File: src/rtl/clause_loader_pkg.sv
// Shared definitions for the CNF clause loader and the solver that consumes its masks.
package clause_loader_pkg;

  typedef enum logic [1:0] {
    IDLE = 2'd0,
    LOAD = 2'd1,
    DONE = 2'd2,
    ERR  = 2'd3
  } state_t;

  // A clause holds at most this many literals.
  localparam int unsigned MAX_LITS = 3;

  // Bits needed to index n items (at least 1).
  function automatic int unsigned idx_width(input int unsigned n);
    int unsigned w;
    w = 1;
    while ((64'd1 << w) < 64'(n)) w = w + 1;
    return w;
  endfunction

endpackage

File: src/rtl/clause_loader_lit_decode.sv
// One-hot decoder for a literal's variable index, with a flag for indices below N.
module lit_decode
  import clause_loader_pkg::*;
#(
  parameter int unsigned N = 32,
  parameter int unsigned W = idx_width(N)
) (
  input  logic [W-1:0] idx,
  output logic [N-1:0] onehot,
  output logic         in_range
);

  // Set the bit selected by idx; an index with no matching bit is out of range.
  always_comb begin
    onehot   = '0;
    in_range = 1'b0;
    for (int unsigned i = 0; i < N; i++) begin
      if (idx == W'(i)) begin
        onehot[i] = 1'b1;
        in_range  = 1'b1;
      end
    end
  end

endmodule

File: src/rtl/clause_loader.sv
// Streams CNF literals into per-clause positive/negated variable masks for the solver.
module clause_loader
  import clause_loader_pkg::*;
#(
  parameter int unsigned N = 32,
  parameter int unsigned M = 4
) (
  input  logic                    clk,
  input  logic                    reset,
  input  logic                    start,
  input  logic                    lit_valid,
  output logic                    lit_ready,
  input  logic [idx_width(N)-1:0] lit_var,
  input  logic                    lit_neg,
  input  logic                    lit_last,
  output logic [N*M-1:0]          pos_mask,
  output logic [N*M-1:0]          neg_mask,
  output logic                    load_done,
  output logic                    err
);

  localparam int unsigned VW = idx_width(N);
  localparam int unsigned CW = idx_width(M);

  state_t        state;
  logic [CW-1:0] clause_idx;
  logic [1:0]    lit_cnt;
  logic [N-1:0]  onehot;
  logic          in_range;

  lit_decode #(.N(N), .W(VW)) u_lit_decode (
    .idx      (lit_var),
    .onehot   (onehot),
    .in_range (in_range)
  );

  // Accept literals only while loading and not being restarted this cycle.
  always_comb begin
    lit_ready = (state == LOAD) && !start;
  end

  // Load FSM with registered masks and status; start overrides every state.
  always_ff @(posedge clk or negedge reset) begin
    if (!reset) begin
      state      <= IDLE;
      pos_mask   <= '0;
      neg_mask   <= '0;
      load_done  <= 1'b0;
      err        <= 1'b0;
      clause_idx <= '0;
      lit_cnt    <= '0;
    end else if (start) begin
      state      <= LOAD;
      pos_mask   <= '0;
      neg_mask   <= '0;
      load_done  <= 1'b0;
      err        <= 1'b0;
      clause_idx <= '0;
      lit_cnt    <= '0;
    end else begin
      case (state)
        LOAD: begin
          if (lit_valid) begin
            if (!in_range || lit_cnt == 2'(MAX_LITS)) begin
              state <= ERR;
              err   <= 1'b1;
            end else begin
              if (lit_neg)
                neg_mask[clause_idx*N +: N] <= neg_mask[clause_idx*N +: N] | onehot;
              else
                pos_mask[clause_idx*N +: N] <= pos_mask[clause_idx*N +: N] | onehot;
              if (lit_last) begin
                lit_cnt <= '0;
                // load_done rises together with DONE so it is visible the cycle after the last literal.
                if (clause_idx == CW'(M - 1)) begin
                  state     <= DONE;
                  load_done <= 1'b1;
                end else begin
                  clause_idx <= clause_idx + 1'b1;
                end
              end else begin
                lit_cnt <= lit_cnt + 1'b1;
              end
            end
          end
        end
        default: begin
          state <= state;
        end
      endcase
    end
  end

endmodule

File: config.mk
export PLATFORM = sky130hd
export DESIGN_NAME = clause_loader
export DESIGN_NICKNAME = d
export VERILOG_FILES = /design/src/rtl/clause_loader_pkg.sv /design/src/rtl/clause_loader_lit_decode.sv /design/src/rtl/clause_loader.sv
export SDC_FILE = /design/constraint.sdc
export NUM_CORES = 1
export LEC_CHECK = 0
export BUFFER_PORTS_ARGS = -buffer_cell sky130_fd_sc_hd__buf_2
export CORE_ASPECT_RATIO = 0.75
export CORE_MARGIN = 1
export CORE_UTILIZATION = 55
export CTS_BUF_LIST = sky130_fd_sc_hd__clkbuf_4 sky130_fd_sc_hd__clkbuf_8
export CTS_CLUSTER_SIZE = 20
export DETAILED_ROUTE_END_ITERATION = 16
export PLACE_DENSITY = 0.81
export SETUP_SLACK_MARGIN = 0.02
export SKIP_CTS_REPAIR_TIMING = 1
export SLEW_MARGIN = 15
export SYNTH_ARGS = -nofsm -noshare
export SYNTH_HDL_FRONTEND = slang
export SYNTH_SLANG_ARGS = --single-unit
File: constraint.sdc
create_clock -name clk -period 3.4 [get_ports clk]
set_clock_uncertainty 0.1 [all_clocks]
set_input_delay 0.34 -clock clk [delete_from_list [all_inputs] [get_ports clk]]
set_output_delay 0.34 -clock clk [all_outputs]
set_load 0.05 [all_outputs]
After elaboration in Yosys (flattened, before gate mapping)

Cells that the tools add are included.

Register bits after elaboration: 264
Bits in latches: 0
Memory bits (writable): 0
Bits in read-only memories: 0
Input bits: 11
Output and inout port bits: 259
Word-level logic and storage cells: 176
Memories: 0

Add/subtract/negate cells: 3
Multipliers: 0
Divide/modulo/power cells: 0
Magnitude comparators: 0
Equality and inequality tests: 37
Shifts and indexed selects: 5
Muxes and demuxes: 102
Bitwise operators: 2
Reductions and logical operators: 20

Operators with widths:

| kind                        | number |
|---|---|
| $mux W128                   | 10 |
| $bwmux W128                 | 2 |
| $shiftx A128 B8 Y32         | 2 |
| $shiftx A32 B34 Y128        | 2 |
| $shift A32 B34 Y128 const A | 1 |
| $eq A5 B5 Y1 const B        | 16 |
| $mux W1                     | 73 |
| $or A32 B32 Y32             | 2 |
| $eq A5 B4 Y1 const B        | 8 |
| $mux W2                     | 17 |
| $neg A7 Y34                 | 1 |
| $eq A5 B3 Y1 const B        | 4 |
| $reduce_and A4 Y1           | 3 |
| $reduce_bool A2 Y1          | 6 |
| $eq A5 B2 Y1 const B        | 2 |
| $reduce_and A5 Y1           | 2 |
| $ne A2 B2 Y1 const B        | 3 |
| $reduce_and A3 Y1           | 2 |
| $reduce_bool A3 Y1          | 2 |
| $eq A5 B1 Y1 const B        | 1 |
| $logic_not A5 Y1            | 1 |
| $add A2 B1 Y2 const B       | 2 |
| $eq A2 B2 Y1 const B        | 2 |
| $eq A2 B1 Y1 const B        | 1 |
| 3 further kinds             | 4 |

Longest topological paths before layout

Depth in word-level cells: 39
Mapped depth: 8
Mapped depth without buffers: 5

Hierarchy

From an unflattened synthesis, not the netlist that was laid out.

Cells, all modules: 896
Area, all modules: 11881.4 um^2

Modules (own cells, without submodules):

| module        | times used | cells an instance | area each (um^2) | sequential area each (um^2) |
|---|---|---|---|---|
| clause_loader | 1          | 847               | 11648.7          | 6606.3 |
| lit_decode    | 1          | 49                | 232.7            | 0.0 |

Worst setup path before layout

No wires, ideal clock.

Path kind: in2out
From: input port start
To: output port lit_ready
Data arrival time: 1.864 ns
Data required time: 2.960 ns
Path slack: 1.096 ns
Cell stages on the path: 3
Path buffers: 2
Cell sequence: clkbuf_1 > buf_2 > nor3b_1

Longest elaborated chain between the ends: 2

RTL lines:

| element             | line                | text |
|---|---|---|
| from (decl)         | clause_loader.sv:10 | `input logic start,` |
| $logic_not A1 Y1    | clause_loader.sv:39 | `lit_ready = (state == LOAD) && !start;` |
| $logic_and A1 B1 Y1 | clause_loader.sv:39 |  |
| to (decl)           | clause_loader.sv:12 | `output logic lit_ready,` |

No other way between the ends.

Worst setup path in the final report

From: register lit_cnt[0]
To: register pos_mask[55]

Longest elaborated chain between the ends: 4

RTL lines:

| element                         | line                | text |
|---|---|---|
| from (decl)                     | clause_loader.sv:27 | `logic [1:0] lit_cnt;` |
| from (signal assigned)          | clause_loader.sv:82 | `lit_cnt <= lit_cnt + 1'b1;` |
| $eq A2 B2 Y1                    | clause_loader.sv:64 | `if (!in_range \|\| lit_cnt == 2'(MAX_LITS)) begin` |
| $logic_or A1 B1 Y1              | clause_loader.sv:64 |  |
| $ne A2 B2 Y1 (no line)          | -                   |  |
| $reduce_and A4 Y1 (no line)     | -                   |  |
| to (signal, indexed assignment) | clause_loader.sv:71 | `pos_mask[clause_idx*N +: N] <= pos_mask[clause_idx*N +: N] \| onehot;` |
| to (decl)                       | clause_loader.sv:16 | `output logic [N*M-1:0] pos_mask,` |

No other way between the ends.
A chain may end at the register's enable or synchronous reset.

==> metrics.yaml <==
outcome: "complete, no violations"
synth_nets: 814
vias: 9149
grt_pass1_vias: 8725
synth-seq-cells: 264
async_flop_share_pct: 100.0
maxSlewViolCount: 0
synth_top_family_by_area: "compound AO/OA/AOI/OAI gates"
worstPathArrival_ns: 2.98
cp-start-kind: "flop"
hp-start: "lit_valid"
slew_headroom_pct: 13.87
path_cells: "ha_1 -> and4bb_1 -> buf_4 -> a31oi_4 -> o2bb2ai_1"
fmax_ghz: 0.3722
vdd_drop_max_v: 0.0002719
avgRoutedWirePerCell_um: 25.33
fin_cells: 1365
p_int_mw: 4.827
syn_area_per_cell_sq_um: 14.56
ys.flop_type: "dfrtp_1"
initial_core_util_pct: 56.69
endpoint_kind: "flop"
fillers: 1501
cts_made_buffers: 41
ff2ff_setup_slack_ns: 0.71
utilization_pct: 68.75
r2r_end: "pos_mask[55]"
finalSetupViolCount: 0
pin_count: 270
rr_worst_depth: 5
dieHeight_um: 127.9
yosys.area.top_type: "dfrtp_1"
drc: 0
period_needed_ns: 2.686
final_hold_viol_count: 0
yosysTopAreaCellShare_pct: 56.86
area_growth_pct: 21.27
synth_compound_area_share_pct: 23.35
gp_congestion: 0.8217
nets: 1071
core.rowCount: 45
dp_cells: 1293
clk_transition_reported_paths_ns: 0.06
power_density_mw_per_mm2: 450.2
clkSinkCount: 264
power_switching_mw: 1.515
grt_pass1_wl_um: 52860
avgViaCountPerCell: 6.703
final_antenna_net_count: 0
r2r-start: "lit_cnt[0]"
syn_area_sq_mm: 0.01162
core-area_sq_mm: 0.02049
die_area_sq_mm: 0.02172
cp_slowest_stage_delay_ns: 0.78
drt_wl_total_um: 34580
synth_xor_area_share_pct: 0
drt_pass1_iterations: 5
hold_class: "in2reg"
drt_iter0_drc: 959
tritoncts: "built"
worst_pin_slew_ns: 1.286
worst_slack_ns: 0.7136
port_buffers: 269
drive_above_1_share_pct: 42.28
insertion_delay_ns: 0.53
min_period_over_period_pct: 79.01
synth_edf_count: 0
clk_path_buf_depth: 3
p_seq_share_pct: 50.0
drv_cap: 0
switching_share_pct: 23.89
synth_fa_ha_area_share_pct: 0.5384
ctsRootBufferMaster: "clkbuf_8"
critPathKind: "reg2reg"
synth.most_common_cell: "dfrtp_1"
crit_path_end: "pos_mask[55]"
grt_use_total_pct: 32.31
cp_max_fo: 32
rsz0062_at_grt: "false"
p_comb_share_pct: 6.1
overflow: 0
htreeDepth: 2
p_clk_share_pct: 43.9
yosysSeqAreaShare_pct: 56.86
dp_slack_ns: 0.7639
startpoint: "lit_cnt[0]"
syn_inst: 798
ys_top_cells_by_count: "264 x dfrtp_1, 256 x o2bb2ai_1, 64 x mux4_2, 59 x a21oi_1, 43 x buf_2"
synth_cell_types: 35
dp_hpwl_um: 21940
cp_slowest_cell: "and4bb_1"
p_leak_nw: 6.587
antenna_found_initial: 1
synth-simple-area-share_pct: 2.574
die_w_um: 169.8
tns_ns: 0
synth.area.top_cells: "dfrtp_1 57%, o2bb2ai_1 19%, mux4_2 12%"
muxShareOfSynthArea_pct: 12.41
required_ns: 3.69
ys_warn_count: 0
grt_max_degree: 90
[per-stage QoR]
stage	instance area, sq um	hold WS [ns]	power [mW]
after floorplan	11620	-0.05559	3.453
after global placement	13210	0.2978	3.609
after detailed placement	13210	0.3032	3.614
after CTS	14070	-0.2580	6.376
after global routing	14080	0.01083	6.550
final	14090	0.03052	6.343
[layout make-up]
cell class / count / area, sq um / share of cell area (%)
inverters: 4 / 15.01 / 0.1066
repair buffers: 296 / 1599 / 11.35
diodes: 2 / 5.005 / 0.03552
multi-input cells: 448 / 4643 / 32.95
clock inverters: 4 / 47.55 / 0.3374
well taps: 282 / 352.8 / 2.504
flip-flops and latches: 264 / 6614 / 46.94
clock buffers: 65 / 813.3 / 5.772
[layer usage]
| metal | global-route usage (%) | part of all wire (%) |
|---|---|---|
| met5 | 0 | 0 |
| met4 | 10.55 | 2.6 |
| met3 | 8.984 | 12 |
| met2 | 47.66 | 45 |
| met1 | 46.80 | 41 |
[power groups by stage]
stage | Clock, mW | Sequential, mW | Combinational [mW]
floorplan | 0 | 3.23 | 0.227
global placement | 0 | 3.23 | 0.383
detailed placement | 0 | 3.23 | 0.388
CTS | 2.82 | 3.17 | 0.389
global route | 2.96 | 3.17 | 0.417
finish | 2.79 | 3.17 | 0.388
[worst min path at each step]
| stage | end | slack [ns] | cells after the start |
|---|---|---|---|
| final | state[1] | 0.03 | 3 |
| after global routing | state[1] | 0.01 | 3 |
| after CTS | neg_mask[43] | -0.26 | 1 |
| after detailed placement | neg_mask[9] | 0.30 | 1 |
| after global placement | neg_mask[41] | 0.30 | 1 |
| after floorplan | clause_idx[0] | -0.06 | 0 |
[cell families after synthesis]
group                    after synthesis
adder cells (fa/ha/maj)                5
multiplexers                          64
AND/OR/NAND/NOR                       40
buffers and inverters                 86
flip-flops                           264
AO/OA/AOI/OAI                        339
[registers in the layout, indices dropped and copies added (netlist names)]
register / cells
state: 2
load_done: 1
clause_idx: 2
lit_cnt: 2
neg_mask: 128
err: 1
pos_mask: 128
[critical path: cells and delay by family, from the launching register on]
kind                     cells  cell delay [ns]
flip-flops                   1             0.39
buffers and inverters        1             0.31
AND/OR/NAND/NOR              1             0.78
adder cells (fa/ha/maj)      1             0.24
AO/OA/AOI/OAI                2             0.71
[layout by cell type (no fill, tap or decap), types with 8 or more instances in the layout]
master and instances:
buf_2 268, dfrtp_1 262, o2bb2ai_1 256, mux4_2 64, a21oi_1 59, clkbuf_8 52
buf_4 23, clkbuf_4 13, a21oi_2 10, a31oi_4 8, nand4_1 8
Note: power is estimated with default switching activity, not from simulation.
